[config.mk]
export PLATFORM = sky130hd
export DESIGN_NAME = imm_operand_encoder
export DESIGN_NICKNAME = d
export VERILOG_FILES = /design/src/rtl/operand_pkg.sv /design/src/rtl/imm_rot_check.sv /design/src/rtl/imm_operand_encoder.sv
export SDC_FILE = /design/constraint.sdc
export NUM_CORES = 1
export LEC_CHECK = 0
export CORE_AREA = 4 4 100 102
export CTS_CLUSTER_DIAMETER = 150
export DETAILED_ROUTE_END_ITERATION = 8
export DIE_AREA = 0 0 104 106
export GPL_TIMING_DRIVEN = 0
export PLACE_DENSITY_LB_ADDON = 0.15
export SYNTH_ARGS = -nofsm -noshare
export SYNTH_HDL_FRONTEND = slang
export SYNTH_SLANG_ARGS = --single-unit
[constraint.sdc]
create_clock -name clk -period 3.4 [get_ports clk]
set_input_delay 0.51 -clock clk [delete_from_list [all_inputs] [get_ports clk]]
set_output_delay 0.51 -clock clk [all_outputs]
set_load 0.01 [all_outputs]
[src/rtl/operand_pkg.sv]
// Shared definitions for the operand-2 shifter and its immediate encoder:
// FSM states, shift-field type codes and field widths.
package operand_pkg;

    typedef enum logic [1:0] {
        ST_IDLE       = 2'd0,
        ST_SEARCH     = 2'd1,
        ST_SEARCH_INV = 2'd2,
        ST_DONE       = 2'd3
    } enc_state_t;

    localparam logic [2:0] TYPE_DP_IMM_SHIFT = 3'b000;
    localparam logic [2:0] TYPE_DP_IMM       = 3'b001;
    localparam logic [2:0] TYPE_LS_IMM       = 3'b010;
    localparam logic [2:0] TYPE_LS_REG       = 3'b011;

    localparam int ROT_W = 4;
    localparam int IMM_W = 8;

    // Full 32-bit circular left rotate by an even amount 2*rot (0..30).
    function automatic logic [31:0] rol_even(input logic [31:0] val,
                                             input logic [ROT_W-1:0] rot);
        logic [63:0] dbl;
        dbl = {val, val} << {rot, 1'b0};
        return dbl[63:32];
    endfunction

endpackage

[src/rtl/imm_rot_check.sv]
// Tests whether val is imm8 ROR (2*rot) for some imm8, i.e. whether rotating
// val left by 2*rot leaves only the low byte populated.
module imm_rot_check
    import operand_pkg::*;
(
    input  logic [31:0]      val,
    input  logic [ROT_W-1:0] rot,
    output logic             fits,
    output logic [IMM_W-1:0] imm8
);

    logic [31:0] cand;

    always_comb begin
        cand = rol_even(val, rot);
        fits = (cand[31:IMM_W] == '0);
        imm8 = cand[IMM_W-1:0];
    end

endmodule

[src/rtl/imm_operand_encoder.sv]
// Sequential search for the ARM data-processing immediate {rot, imm8} of a
// 32-bit constant, optionally retrying on the inverted value.
module imm_operand_encoder
    import operand_pkg::*;
#(
    parameter int DATA_W     = 32,
    parameter int TRY_INVERT = 1
) (
    input  logic              clk,
    input  logic              reset,
    input  logic              in_valid,
    output logic              in_ready,
    input  logic [DATA_W-1:0] value_in,
    output logic              out_valid,
    input  logic              out_ready,
    output logic [11:0]       shift_out,
    output logic [2:0]        type_out,
    output logic              ok_out,
    output logic              inv_out
);

    enc_state_t        state_q, state_d;
    logic [31:0]       val_q, val_d;
    logic [ROT_W-1:0]  rot_q, rot_d;
    logic [11:0]       shift_q, shift_d;
    logic [2:0]        type_q, type_d;
    logic              ok_q, ok_d;
    logic              inv_q, inv_d;

    logic              fits;
    logic [IMM_W-1:0]  imm8;

    imm_rot_check u_rot_check (
        .val  (val_q),
        .rot  (rot_q),
        .fits (fits),
        .imm8 (imm8)
    );

    always_ff @(posedge clk) begin
        if (reset) begin
            state_q <= ST_IDLE;
            val_q   <= '0;
            rot_q   <= '0;
            shift_q <= '0;
            type_q  <= TYPE_DP_IMM_SHIFT;
            ok_q    <= 1'b0;
            inv_q   <= 1'b0;
        end else begin
            state_q <= state_d;
            val_q   <= val_d;
            rot_q   <= rot_d;
            shift_q <= shift_d;
            type_q  <= type_d;
            ok_q    <= ok_d;
            inv_q   <= inv_d;
        end
    end

    // Result registers are zero outside DONE, so outputs only ever show a live result.
    always_comb begin
        state_d = state_q;
        val_d   = val_q;
        rot_d   = rot_q;
        shift_d = shift_q;
        type_d  = type_q;
        ok_d    = ok_q;
        inv_d   = inv_q;

        case (state_q)
            ST_IDLE: begin
                if (in_valid) begin
                    val_d   = value_in;
                    rot_d   = '0;
                    state_d = ST_SEARCH;
                end
            end
            ST_SEARCH, ST_SEARCH_INV: begin
                if (fits) begin
                    shift_d = {rot_q, imm8};
                    type_d  = TYPE_DP_IMM;
                    ok_d    = 1'b1;
                    inv_d   = (state_q == ST_SEARCH_INV);
                    state_d = ST_DONE;
                end else if (rot_q == 4'hF) begin
                    if (state_q == ST_SEARCH && TRY_INVERT != 0) begin
                        val_d   = ~val_q;
                        rot_d   = '0;
                        state_d = ST_SEARCH_INV;
                    end else begin
                        shift_d = '0;
                        type_d  = TYPE_DP_IMM_SHIFT;
                        ok_d    = 1'b0;
                        inv_d   = 1'b0;
                        state_d = ST_DONE;
                    end
                end else begin
                    rot_d = rot_q + 4'd1;
                end
            end
            ST_DONE: begin
                if (out_ready) begin
                    shift_d = '0;
                    type_d  = TYPE_DP_IMM_SHIFT;
                    ok_d    = 1'b0;
                    inv_d   = 1'b0;
                    state_d = ST_IDLE;
                end
            end
            default: state_d = ST_IDLE;
        endcase
    end

    assign in_ready  = (state_q == ST_IDLE);
    assign out_valid = (state_q == ST_DONE);
    assign shift_out = shift_q;
    assign type_out  = type_q;
    assign ok_out    = ok_q;
    assign inv_out   = inv_q;

endmodule

=== Word-level counts from Yosys, hierarchy flattened ===
Index checks and enable logic that the tools add are counted.

* Input bits: 36
* Word-level logic and storage cells: 64
* Register bits: 55
* Output and inout bits: 19

* $add $sub $neg: 1
* Equal/unequal tests: 12
* Reductions and logical operators: 9
* Multiplexer cells: 33
* Shifts and indexed selects: 1
* Bitwise operators: 1

{| class="wikitable"
|+ Operator list
! kind !! number
|-
| $mux W32 || 4
|-
| $pmux W32 S2 || 1
|-
| $shl A64 B5 Y64 || 1
|-
| $mux W12 || 4
|-
| $not A32 Y32 || 1
|-
| $logic_not A24 Y1 || 1
|-
| $pmux W12 S2 || 1
|-
| $mux W4 || 4
|-
| $mux W3 || 4
|-
| $ne A3 B3 Y1 const B || 3
|-
| $mux W2 || 4
|-
| $ne A2 B2 Y1 const B || 4
|-
| $pmux W4 S2 || 1
|-
| $reduce_and A4 Y1 || 2
|-
| $mux W1 || 6
|-
| $pmux W2 S3 || 1
|-
| $pmux W3 S2 || 1
|-
| $reduce_and A5 Y1 || 1
|-
| $add A4 B1 Y4 const B || 1
|-
| $eq A2 B2 Y1 const B || 2
|-
| $eq A4 B4 Y1 const B || 1
|-
| $pmux W1 S2 || 2
|-
| $reduce_bool A2 Y1 || 2
|-
| $reduce_and A3 Y1 || 1
|-
| other kinds (4) || 4
|}

=== Depth between registers and ports, before layout ===
Gate-level depths: netlist (run 1).

* Word-level depth: 5
* Mapped depth: 14

=== By module ===
Synthesis (run 1) repeated with hierarchy kept, for this count alone.

* Cell total of the unflattened synthesis: 461
* Area, all modules: 3776.1 um^2

{| class="wikitable"
|+ By module, submodules not included
! module !! area each (um^2) !! seq. area each (um^2) !! instances !! cells each
|-
| imm_operand_encoder || 2562.5 || 1041.0 || 1 || 292
|-
| imm_rot_check || 1213.7 || 0.0 || 1 || 169
|}

=== Worst setup path before layout (run 1) ===
No wires, ideal clock.

* Path type: register to register
* Start point: register rot_q[1]
* End point: register state_q[0]
* Clock period less this slack: 2.696 ns
* Path buffers: 3
* Stages on the path, launching flop included: 11
* Slack: 0.704 ns
* Arrival: 2.609 ns
* Setup time: 0.088 ns
* Cells stage by stage: dfxtp_1 -> buf_6 -> buf_6 -> mux2i_1 -> mux2i_1 -> or4_4 -> a22oi_2 -> a21boi_2 -> buf_6 -> or4_1 -> o31ai_1

* Longest elaborated chain between the ends: 4
* Elaborated cells on any way between the ends: 7
* Those cells by class: 2 x eq/ne; 1 x shift; 2 x mux; 2 x reduce/logical

{| class="wikitable"
|+ Ends and longest elaborated chain
! element !! line !! RTL
|-
| start, declared || imm_operand_encoder.sv:24 || <nowiki>logic [ROT_W-1:0] rot_q, rot_d;</nowiki>
|-
| start signal, assigned || imm_operand_encoder.sv:52 || <nowiki>rot_q <= rot_d;</nowiki>
|-
| $shl A64 B5 Y64 || operand_pkg.sv:24 || <nowiki>dbl = {val, val} << {rot, 1'b0};</nowiki>
|-
| $logic_not A24 Y1 || imm_rot_check.sv:16 || <nowiki>fits = (cand[31:IMM_W] == '0);</nowiki>
|-
| $ne A3 B3 Y1 (no line) / $mux W2 (equally long branches) || -- ||
|-
| $reduce_and A3 Y1 (no line) / $pmux W2 S3 (equally long branches) || -- ||
|-
| end signal, assigned || imm_operand_encoder.sv:50 || <nowiki>state_q <= state_d;</nowiki>
|-
| end, declared || imm_operand_encoder.sv:22 || <nowiki>enc_state_t state_q, state_d;</nowiki>
|}

Several ways; a longest one is shown, not always the timed one.
A chain may end at the register's enable or synchronous reset.

=== Worst setup path after layout (run 1) ===
Same ends and word-level chain as after synthesis.

==> results of run 1 <==
[per-stage QoR]
stage	utilization, %	hold slack [ns]	instance area [um^2]	setup WS (ns)
3_3_place_gp	56.59	0.4490	5155	0.008742
4_1_cts	57.97	0.4699	5280	0.1395
2_1_floorplan	-	0.4815	4496	0.7036
3_5_place_dp	56.59	0.4532	5155	0.08979
6_report	58.19	0.4666	5300	0.1073
5_1_grt	58.19	0.4890	5300	-0.03376
[what timing repair did]
action / 4_1_cts / 5_1_grt
buffers inserted: 0 / 1
gates resized for setup: 1 / 5
pin swaps: 0 / 2
hold buffers: 0 / 0
setup endpoints to repair: 2 / 39
[kinds of logic (layout without fill, tap and decap cells)]
kind of cell / count (synthesis) / count (layout) / share of synthesized area (%)
AND/OR/NAND/NOR: 144 / 144 / 16.43
multiplexers: 51 / 51 / 17.38
XOR/XNOR: 1 / 1 / 0.1950
AO/OA/AOI/OAI: 180 / 180 / 32.59
other: 1 / 2 / 0.08349
adder cells (fa/ha/maj): 5 / 5 / 1.393
buffers and inverters: 79 / 140 / 8.746
flip-flops: 52 / 52 / 23.18
[critical path, delay by kind of cell (launching register included)]
family                 cells  cell delay, ns
muxes                      2            0.62
buffers and inverters      4            0.72
and+or+nand+nor            2            1.02
AOI/OAI and AO/OA          3            0.40
DFF                        1            0.44
[metal layers]
layer	GRT usage, %	wire length [um]	vias to the layer above
li1	-	-	2134
met1	36.11	6372	2242
met2	44.48	7001	221
met3	4.736	1218	32
met4	5.888	323	0
met5	0	0	-
[area by class of cell]
class                      instances  area, um^2
buffer                            54       304.0
clock buffer                       6       82.58
clock inverter                     2       38.79
fill                             862        3809
inverter                          25       93.84
multi-input combinational        383        3073
sequential                        52        1041
tap                              111       138.9
timing repair buffer              53       528.0
[Yosys cell counts, types with 11 or more instances]
| cell type | count |
|---|---|
| sky130_fd_sc_hd__nand3_1 | 13 |
| sky130_fd_sc_hd__o211ai_1 | 25 |
| sky130_fd_sc_hd__o21ai_0 | 13 |
| sky130_fd_sc_hd__nand2_1 | 29 |
| sky130_fd_sc_hd__clkbuf_1 | 27 |
| sky130_fd_sc_hd__mux4_2 | 16 |
| sky130_fd_sc_hd__a211oi_1 | 23 |
| sky130_fd_sc_hd__mux2i_1 | 27 |
| sky130_fd_sc_hd__inv_1 | 23 |
| sky130_fd_sc_hd__a21oi_1 | 23 |
| sky130_fd_sc_hd__dfxtp_1 | 52 |
| sky130_fd_sc_hd__a221oi_1 | 19 |
| sky130_fd_sc_hd__a2111oi_2 | 11 |
| sky130_fd_sc_hd__nor2_1 | 45 |
| sky130_fd_sc_hd__nor2b_1 | 19 |
[placed cells by master (no fill, tap or decap), types with 5 or more instances in the layout]
cell type	instances
sky130_fd_sc_hd__nor2_1	45
sky130_fd_sc_hd__clkbuf_8	6
sky130_fd_sc_hd__nor2b_1	19
sky130_fd_sc_hd__o21ai_0	13
sky130_fd_sc_hd__dfxtp_1	52
sky130_fd_sc_hd__buf_4	5
sky130_fd_sc_hd__nand3_1	13
sky130_fd_sc_hd__a21oi_1	23
sky130_fd_sc_hd__a2111oi_0	10
sky130_fd_sc_hd__clkdlybuf4s50_1	52
sky130_fd_sc_hd__buf_6	9
sky130_fd_sc_hd__a32o_1	7
sky130_fd_sc_hd__a221oi_1	19
sky130_fd_sc_hd__a2111oi_1	10
sky130_fd_sc_hd__inv_1	23
sky130_fd_sc_hd__o211ai_1	25
sky130_fd_sc_hd__a31oi_1	6
sky130_fd_sc_hd__and2_1	7
sky130_fd_sc_hd__a211oi_1	23
sky130_fd_sc_hd__nand2_1	29
sky130_fd_sc_hd__buf_2	9
sky130_fd_sc_hd__a2111oi_2	11
sky130_fd_sc_hd__nand2b_1	5
sky130_fd_sc_hd__ha_1	5
sky130_fd_sc_hd__clkbuf_1	27
sky130_fd_sc_hd__mux4_2	16
sky130_fd_sc_hd__mux2i_1	25
[path summary, 6_finish.rpt]
| check | depth (start not counted) | from | to |
|---|---|---|---|
| min reg2reg | 2 | type_out[0]$_SDFFE_PP0P_ | type_out[0]$_SDFFE_PP0P_ |
| min | 2 | type_out[0]$_SDFFE_PP0P_ | type_out[0]$_SDFFE_PP0P_ |
| max reg2reg | 11 | rot_q[1]$_SDFFE_PP0P_ | state_q[0]$_SDFFE_PP0P_ |
| max | 11 | rot_q[1]$_SDFFE_PP0P_ | state_q[0]$_SDFFE_PP0P_ |
[report_power, final]
part / internal [mW] / switching, mW / leakage [nW]
logic: 0.677 / 0.929 / 1.21
clock network: 0.242 / 0.238 / 0.0614
registers: 0.730 / 0.205 / 0.426
[registers in the layout (all words and copies together) (netlist names)]
name and cells:
inv_out 1, type_out 1, rot_q 4, shift_out 12, val_q 32, state_q 2
==> impl_summary.md, run 1 <==
Drt
The mean routed wirelength per cell is 21.74 um. The number of nets still failing antenna checks after routing is 0. After detailed routing, the total wire length is 14920 um. The via count of the routed design is 4629. The DRC marker count from the first detailed-route iteration is 330.

The first detailed-routing pass ran for 5 iterations. Dividing the detail-routed via count by the number of cells gives 6.748. The number of remaining DRC errors is 0.

Clock network
The later-pin clock latency in the skew report is 0.32 ns. The clock-pin slew on the worst setup and hold paths is 0.11 ns. The total CTS buffers is 5. The clock passes through at most 2 buffers.

TritonCTS built the clock tree. The CTS root buffer is sky130_fd_sc_hd__clkbuf_8. The tree built by TritonCTS fans out to 52 sinks.

CTS built an H-tree with a depth of 2.

Critical path
The worst setup path is of the flip-flop to flip-flop kind. Among all stages on the critical path, the largest delay is contributed by sky130_fd_sc_hd__or4_4. The arrival time of the worst setup path is 3.53 ns. Counting stages on the worst path, the most repeated cell is sky130_fd_sc_hd__buf_6. The register-to-register setup slack is 0.11 ns. The delay of the slowest cell on the worst path is 0.54 ns. The critical path goes through buf_6 -> buf_6 -> mux2i_2 -> mux2i_1 -> or4_4 -> a22oi_2 -> buf_4 -> a21boi_2 -> buf_6 -> or4_1 -> o31ai_1.

In this run the worst path has a maximum fanout of 10. The critical path required time is 3.64 ns. The endpoint class of the critical path is a flip-flop. The worst setup path is launched from a flip-flop.

Die
Pin placement for this block handled 55 I/O pins. The floorplan step set the die width to 104 um. The die footprint is 11020 um^2. The y dimension of the die is 106 um.

The core outline area is 9109 um^2. The starting density of the core is 49.31%. The number of cell rows is 35.

Global route
The number of global-route vias before repair is 4346. The overall routing resource usage is 26.63%. The initial antenna violation count was 0. The first global-routing pass estimated 23870 um of wire. The largest net degree at the start of global routing is 17. After global routing the overflow that remains totals 0.

Timing
The highest clock frequency the design can meet is 303.7 MHz. The transition time of the tightest slew-check pin is 0.7856 ns. The clock arrives with 0.009320 ns of skew.

Setup repair after global routing could not meet its margin everywhere. The max-slew violation total from the final report is 0. The ratio of final minimum period to clock period is 96.84%. The worst slew slack as a fraction of its limit is 47.31%.

The final period demand of the worst path is 3.293 ns. Setup violations remaining at the end of the flow were counted as 0. The post-route setup TNS is 0 ns.

The number of hold-slack violations in the final timing report was 0.

Yosys
The share of synthesized registers carrying an async set or reset is 0%. Yosys mapped a number of flops with a built-in enable equal to 0. For this run, the register share of the synthesized area comes to 23.18%.

Ranked by total cell area, the synthesized netlist is headed by sky130_fd_sc_hd__dfxtp_1, sky130_fd_sc_hd__mux4_2, sky130_fd_sc_hd__mux2i_1. The number of library cell types mapped by synthesis is 71. For this run, the number of Yosys warnings is 0. The post-synthesis instance area is 4492 um^2. Summed over its instances, the top area cell type makes up 23.18% of the synthesized netlist area. In the synthesized netlist the dominant register cell turns out to be sky130_fd_sc_hd__dfxtp_1. After technology mapping, the gate count stands at 513. The largest area contributor in the netlist is sky130_fd_sc_hd__dfxtp_1.

A synthesized cell averages 8.756 um^2. Synthesis inferred 52 register bits.

Job
Max-cap violations in this run came to 0.

Finish
The total number of nets in the final design is 615. The growth of design area from synthesis to finish is 17.99%. 0 antenna diodes ended up in the layout. The number of cells in the finished layout apart from fillers is 686. Of the cells placed in the final design, the portion with a size suffix greater than 1 is 14.26%.

Power and ir drop
The total power divided by cell area is 569.8 nW/um^2. The total power is 3.020 mW. VDD sags by at most 249.9 uV. The leakage power is 1.696 nW.

Placed design
The placed instance count is 677. The total of buffers placed on input and output ports is 52. The final weighted congestion in routability-driven placement is 0.9630. Summed over all nets, the half-perimeter wirelength after detailed placement is 11320 um.

Hold path
The min-delay analysis places its worst path in the category flip-flop to flip-flop.

Status
The run finished with clean final reports.
Note: power is estimated with default switching activity, not from simulation.
==> inputs of run 2 (changes only) <==
--- a/config.mk
+++ b/config.mk
@@ -5,12 +5,14 @@
 export SDC_FILE = /design/constraint.sdc
 export NUM_CORES = 1
 export LEC_CHECK = 0
-export CORE_AREA = 4 4 100 102
+export CORE_AREA = 4 4 92 94
 export CTS_CLUSTER_DIAMETER = 150
 export DETAILED_ROUTE_END_ITERATION = 8
-export DIE_AREA = 0 0 104 106
+export DIE_AREA = 0 0 96 98
+export DONT_BUFFER_PORTS = 1
 export GPL_TIMING_DRIVEN = 0
 export PLACE_DENSITY_LB_ADDON = 0.15
 export SYNTH_ARGS = -nofsm -noshare
 export SYNTH_HDL_FRONTEND = slang
+export SYNTH_HIERARCHICAL = 1
 export SYNTH_SLANG_ARGS = --single-unit
==> run 2 against run 1 <==
Sequential power increased by 21%. Sequential cell count unchanged. Final cell count decreased by 16%. Synthesized cell count decreased by 10%. Combinational power increased by 32%. Setup slack improved by 0.083 ns. Hold slack got worse by 0.074 ns. Clock-buffer cell count decreased by 1. Critical path depth increased by 2. Global-route usage decreased by 2.0 points. Largest cell class unchanged.
==> impl_summary.md, run 2 <==
Clock network
The number of buffers between clock root and the deepest sink was 2 (unchanged). The clock-pin slew on the worst setup and hold paths was 0.09 ns (was 0.11 ns). The later-pin clock latency in the skew report is 0.31 ns (was 0.32 ns). The post-cts hold buffer count was 0 (unchanged). The CTS tree is built (unchanged).

The clock sink count is 52 (unchanged). The total CTS buffers is 5 (unchanged). The CTS root buffer was sky130_fd_sc_hd__clkbuf_8 (unchanged). The maximum level of the CTS H-tree is 2 (unchanged).

Placed design
The placed instance count is 564 (was 677). The final weighted congestion in routability-driven placement is 0.9644 (was 0.9630). The total of buffers placed on input and output ports came to 0 (was 52). The detailed-placement wirelength estimate came to 8667 um (was 11320 um). The standard cell area after detailed placement is 3908 um^2 (was 5155 um^2).

Die
The y dimension of the die is 98 um (was 106 um). The total I/O pin count is 55 (unchanged). The die outline width came to 96 um (was 104 um). The number of cell rows is 32 (was 35). The die footprint came to 9408 um^2 (was 11020 um^2).

The core outline area is 7647 um^2 (was 9109 um^2). The starting density of the core was 49.38% (was 49.31%).

Yosys
The largest area contributor in the netlist is sky130_fd_sc_hd__dfxtp_1 (unchanged). The share of the synthesized area in the top cell type is 27.57% (was 23.18%). The number of library cell types mapped by synthesis is 55 (was 71). The warning count from the yosys run was 6 (was 0). The post-synthesis instance area came to 3776 um^2 (was 4492 um^2).

The count of flip-flops with a built-in enable after synthesis was 0 (unchanged). The dominant cell by count in the synthesized netlist was sky130_fd_sc_hd__dfxtp_1 (unchanged). The number of storage elements in the synthesis netlist is 52 (unchanged).

Top post-synthesis cells by count: sky130_fd_sc_hd__dfxtp_1, sky130_fd_sc_hd__nand2_1, sky130_fd_sc_hd__o21ai_0 (was sky130_fd_sc_hd__dfxtp_1, sky130_fd_sc_hd__nor2_1, sky130_fd_sc_hd__nand2_1). The sequential share of the synthesized area came to 27.57% (was 23.18%). The synthesized area divided by synthesized cell count is 8.191 um^2 (was 8.756 um^2). Largest cells by area after synthesis: sky130_fd_sc_hd__dfxtp_1, sky130_fd_sc_hd__mux2i_1, sky130_fd_sc_hd__o21ai_0 (was sky130_fd_sc_hd__dfxtp_1, sky130_fd_sc_hd__mux4_2, sky130_fd_sc_hd__mux2i_1). The most instantiated flip-flop cell in the synthesis netlist is sky130_fd_sc_hd__dfxtp_1 (unchanged). The share of synthesized registers carrying an async set or reset is 0% (unchanged). The cell count after synthesis is 461 (was 513).

Global route
The largest net degree at the start of global routing is 16 (was 17). The leftover overflow at the end of global routing came to 0 (unchanged). The initial antenna violation count is 0 (unchanged). The overall routing resource usage is 24.65% (was 26.63%). The first-pass GRT wire length is 18580 um (was 23870 um). The number of global-route vias before repair is 3630 (was 4346).

Drt
The number of search-and-repair iterations in the first detailed-routing pass is 6 (was 5). The via-per-instance ratio is 6.617 (was 6.748). The number of remaining DRC errors is 0 (unchanged). The number of nets still failing antenna checks after routing is 0 (unchanged). The via count of the routed design is 3818 (was 4629).

The DRC marker count from the first detailed-route iteration is 304 (was 330). The total length of routed wires is 11600 um (was 14920 um). The mean routed wirelength per cell was 20.10 um (was 21.74 um).

Timing
RSZ-0062 raised after global routing: no (was yes). The number of hold-slack violations in the final timing report is 0 (unchanged). The transition time of the tightest slew-check pin was 0.5592 ns (was 0.7856 ns). The final period demand of the worst path is 3.210 ns (was 3.293 ns). The highest clock frequency the design can meet came to 311.6 MHz (was 303.7 MHz).

The max-slew violation total from the final report is 0 (unchanged). The worst slew slack as a fraction of its limit is 62.72% (was 47.31%). The setup clock skew after layout is 0.005571 ns (was 0.009320 ns). The setup violation total in the final timing report is 0 (unchanged). The ratio of final minimum period to clock period is 94.40% (was 96.84%).

Hold path
The worst min-delay path category is primary input to flip-flop (was flip-flop to flip-flop). The startpoint of the tightest hold check path is reset (was type_out[0]$_SDFFE_PP0P_).

Finish
The flip-flop count of the largest register after layout came to 32 (unchanged). The number of cells in the finished layout apart from fillers came to 577 (was 686). The share of final-layout standard cells stronger than drive strength 1 was 15.58% (was 14.26%). The register containing the most flip-flops in the final layout is val_q (unchanged).

The finished layout cell area was 4232 um^2 (was 5300 um^2). The number of antenna diodes was 0 (unchanged). The growth of design area from synthesis to finish came to 12.06% (was 17.99%). The total number of nets in the final design is 516 (was 615). Leaving out fill and tap cells, the most frequent cell in the layout is sky130_fd_sc_hd__dfxtp_1. Commonest non-fill, non-tap cells in the layout: sky130_fd_sc_hd__dfxtp_1, sky130_fd_sc_hd__nand2_1, sky130_fd_sc_hd__o21ai_0 (was sky130_fd_sc_hd__clkdlybuf4s50_1, sky130_fd_sc_hd__dfxtp_1, sky130_fd_sc_hd__nor2_1).

Critical path
The endpoint class of the critical path is a flip-flop (unchanged). The arrival time of the worst setup path came to 3.41 ns (was 3.53 ns). The critical path required time was 3.60 ns (was 3.64 ns). The kind of cell adding the most delay to the critical path is compound AO/OA/AOI/OAI gates (was simple AND/OR/NAND/NOR gates). The cell at the slowest stage of the critical path is sky130_fd_sc_hd__mux4_2 (was sky130_fd_sc_hd__or4_4).

The delay of the slowest cell on the worst path is 0.55 ns (was 0.54 ns). The start point of the critical path is rot_q[1]$_SDFFE_PP0P_ (unchanged). The sort of element at the start of the critical path is a flip-flop (unchanged). The worst flop-to-flop path startpoint was rot_q[1]$_SDFFE_PP0P_ (unchanged). The cell repeated most along the worst path is sky130_fd_sc_hd__buf_4 (was sky130_fd_sc_hd__buf_6). The kind of critical path was flip-flop to flip-flop (unchanged).

Cells along the critical path: buf_6 -> mux4_2 -> nor2_1 -> o2111a_1 -> nand2_1 -> o32a_1 -> a221oi_4 -> nand2_2 -> o211ai_1 -> buf_4 -> buf_4 -> o21bai_1 -> o311a_1 (was buf_6 -> buf_6 -> mux2i_2 -> mux2i_1 -> or4_4 -> a22oi_2 -> buf_4 -> a21boi_2 -> buf_6 -> or4_1 -> o31ai_1). The number of buffers and inverters on the critical path is 3 (was 4). The largest driver fanout on the critical path came to 10 (unchanged).

Power and ir drop
The leakage power is 1.574 nW (was 1.696 nW). The maximum resistive drop on vdd is 525.6 uV (was 249.9 uV). The total power divided by cell area is 886.4 nW/um^2 (was 569.8 nW/um^2).

Status
Outcome: finished, final reports clean (unchanged).

Job
The max-cap check violation count is 0 (unchanged).
==> run 2: cell types whose count changed in the layout (fill, tap and decap cells not counted), moves of 17 or more <==
cell,previous run,this run
sky130_fd_sc_hd__inv_1,23,6
sky130_fd_sc_hd__o21ai_0,13,30
sky130_fd_sc_hd__a211oi_1,23,2
sky130_fd_sc_hd__nor2_1,45,28
sky130_fd_sc_hd__clkdlybuf4s50_1,52,0
sky130_fd_sc_hd__or4_1,3,20
sky130_fd_sc_hd__o211ai_1,25,2
==> run 2: area by class of cell <==
type / instances / area [um^2]
buffer: 44 / 272.8
fill: 754 / 3416
tap: 102 / 127.6
clock inverter: 2 / 60.06
timing repair buffer: 6 / 45.04
multi-input combinational: 359 / 2585
sequential: 52 / 1046
inverter: 7 / 26.28
clock buffer: 5 / 68.82
==> run 2: logic make-up after synthesis <==
family / count (synthesis) / share of synthesized area [%]
muxes: 41 / 13.52
adders and majority gates: 5 / 1.657
DFF: 52 / 27.57
buffers and inverters: 51 / 6.395
other: 1 / 0.09931
and+or+nand+nor: 158 / 22.00
AOI/OAI and AO/OA: 153 / 28.76
==> run 2: path summary, 6_finish.rpt <==
check / end / slack (ns) / cells after the start
min: state_q[0]$_SDFFE_PP0P_ / 0.39 / 3
max reg2reg: val_q[9]$_SDFFE_PP0P_ / 0.19 / 13
max: val_q[9]$_SDFFE_PP0P_ / 0.19 / 13
min reg2reg: rot_q[1]$_SDFFE_PP0P_ / 0.53 / 2
==> run 2: routing by layer <==
metal  global-route usage, %  wire length [um]  vias up  part of all wire, %
met5                       0                 0        -                    0
met4                   6.565               194        0                  1.7
met3                   5.316               976       25                  8.4
met2                   38.71              5512      168                   48
met1                   33.99              4916     1840                   42
li1                        -                 -     1785                    -
==> run 2: timing repair <==
item,CTS,global route
buffers inserted,0,6
resized for setup,20,36
pin swaps,0,4
setup endpoints to repair,49,49
==> run 2: where the power goes <==
part	switching, mW	internal, mW	total, mW
registers	0.349	0.778	1.13
clock network	0.207	0.290	0.497
logic	1.21	0.916	2.13
total	1.77	1.98	3.75
==> run 2: tightest hold or removal path, delay by kind of cell <==
family           cells  cell delay, ns
AO/OA/AOI/OAI        2            0.08
AND/OR/NAND/NOR      1            0.06
==> run 2: stage by stage <==
| stage | setup TNS [ns] | utilization, % | hold slack, ns | total power [mW] | setup slack (ns) |
|---|---|---|---|---|---|
| after floorplan | 0 | - | 0.4728 | 2.506 | 0.2572 |
| after global placement | -20.77 | 51.10 | 0.5156 | 3.003 | -0.5442 |
| after detailed placement | -22.85 | 51.10 | 0.5243 | 3.048 | -0.5927 |
| after CTS | -0.009941 | 53.44 | 0.3953 | 3.603 | -0.009941 |
| after global routing | 0 | 55.33 | 0.4058 | 4.021 | 0.01395 |
| final | 0 | 55.33 | 0.3929 | 3.751 | 0.1903 |
==> inputs of run 3 (changes only) <==
--- a/config.mk
+++ b/config.mk
@@ -12,6 +12,7 @@
 export DONT_BUFFER_PORTS = 1
 export GPL_TIMING_DRIVEN = 0
 export PLACE_DENSITY_LB_ADDON = 0.15
+export SLEW_MARGIN = 20
 export SYNTH_ARGS = -nofsm -noshare
 export SYNTH_HDL_FRONTEND = slang
 export SYNTH_HIERARCHICAL = 1
==> results of run 3 <==
Same layout as run 2: the final DEF is identical, and so are final timing and power.
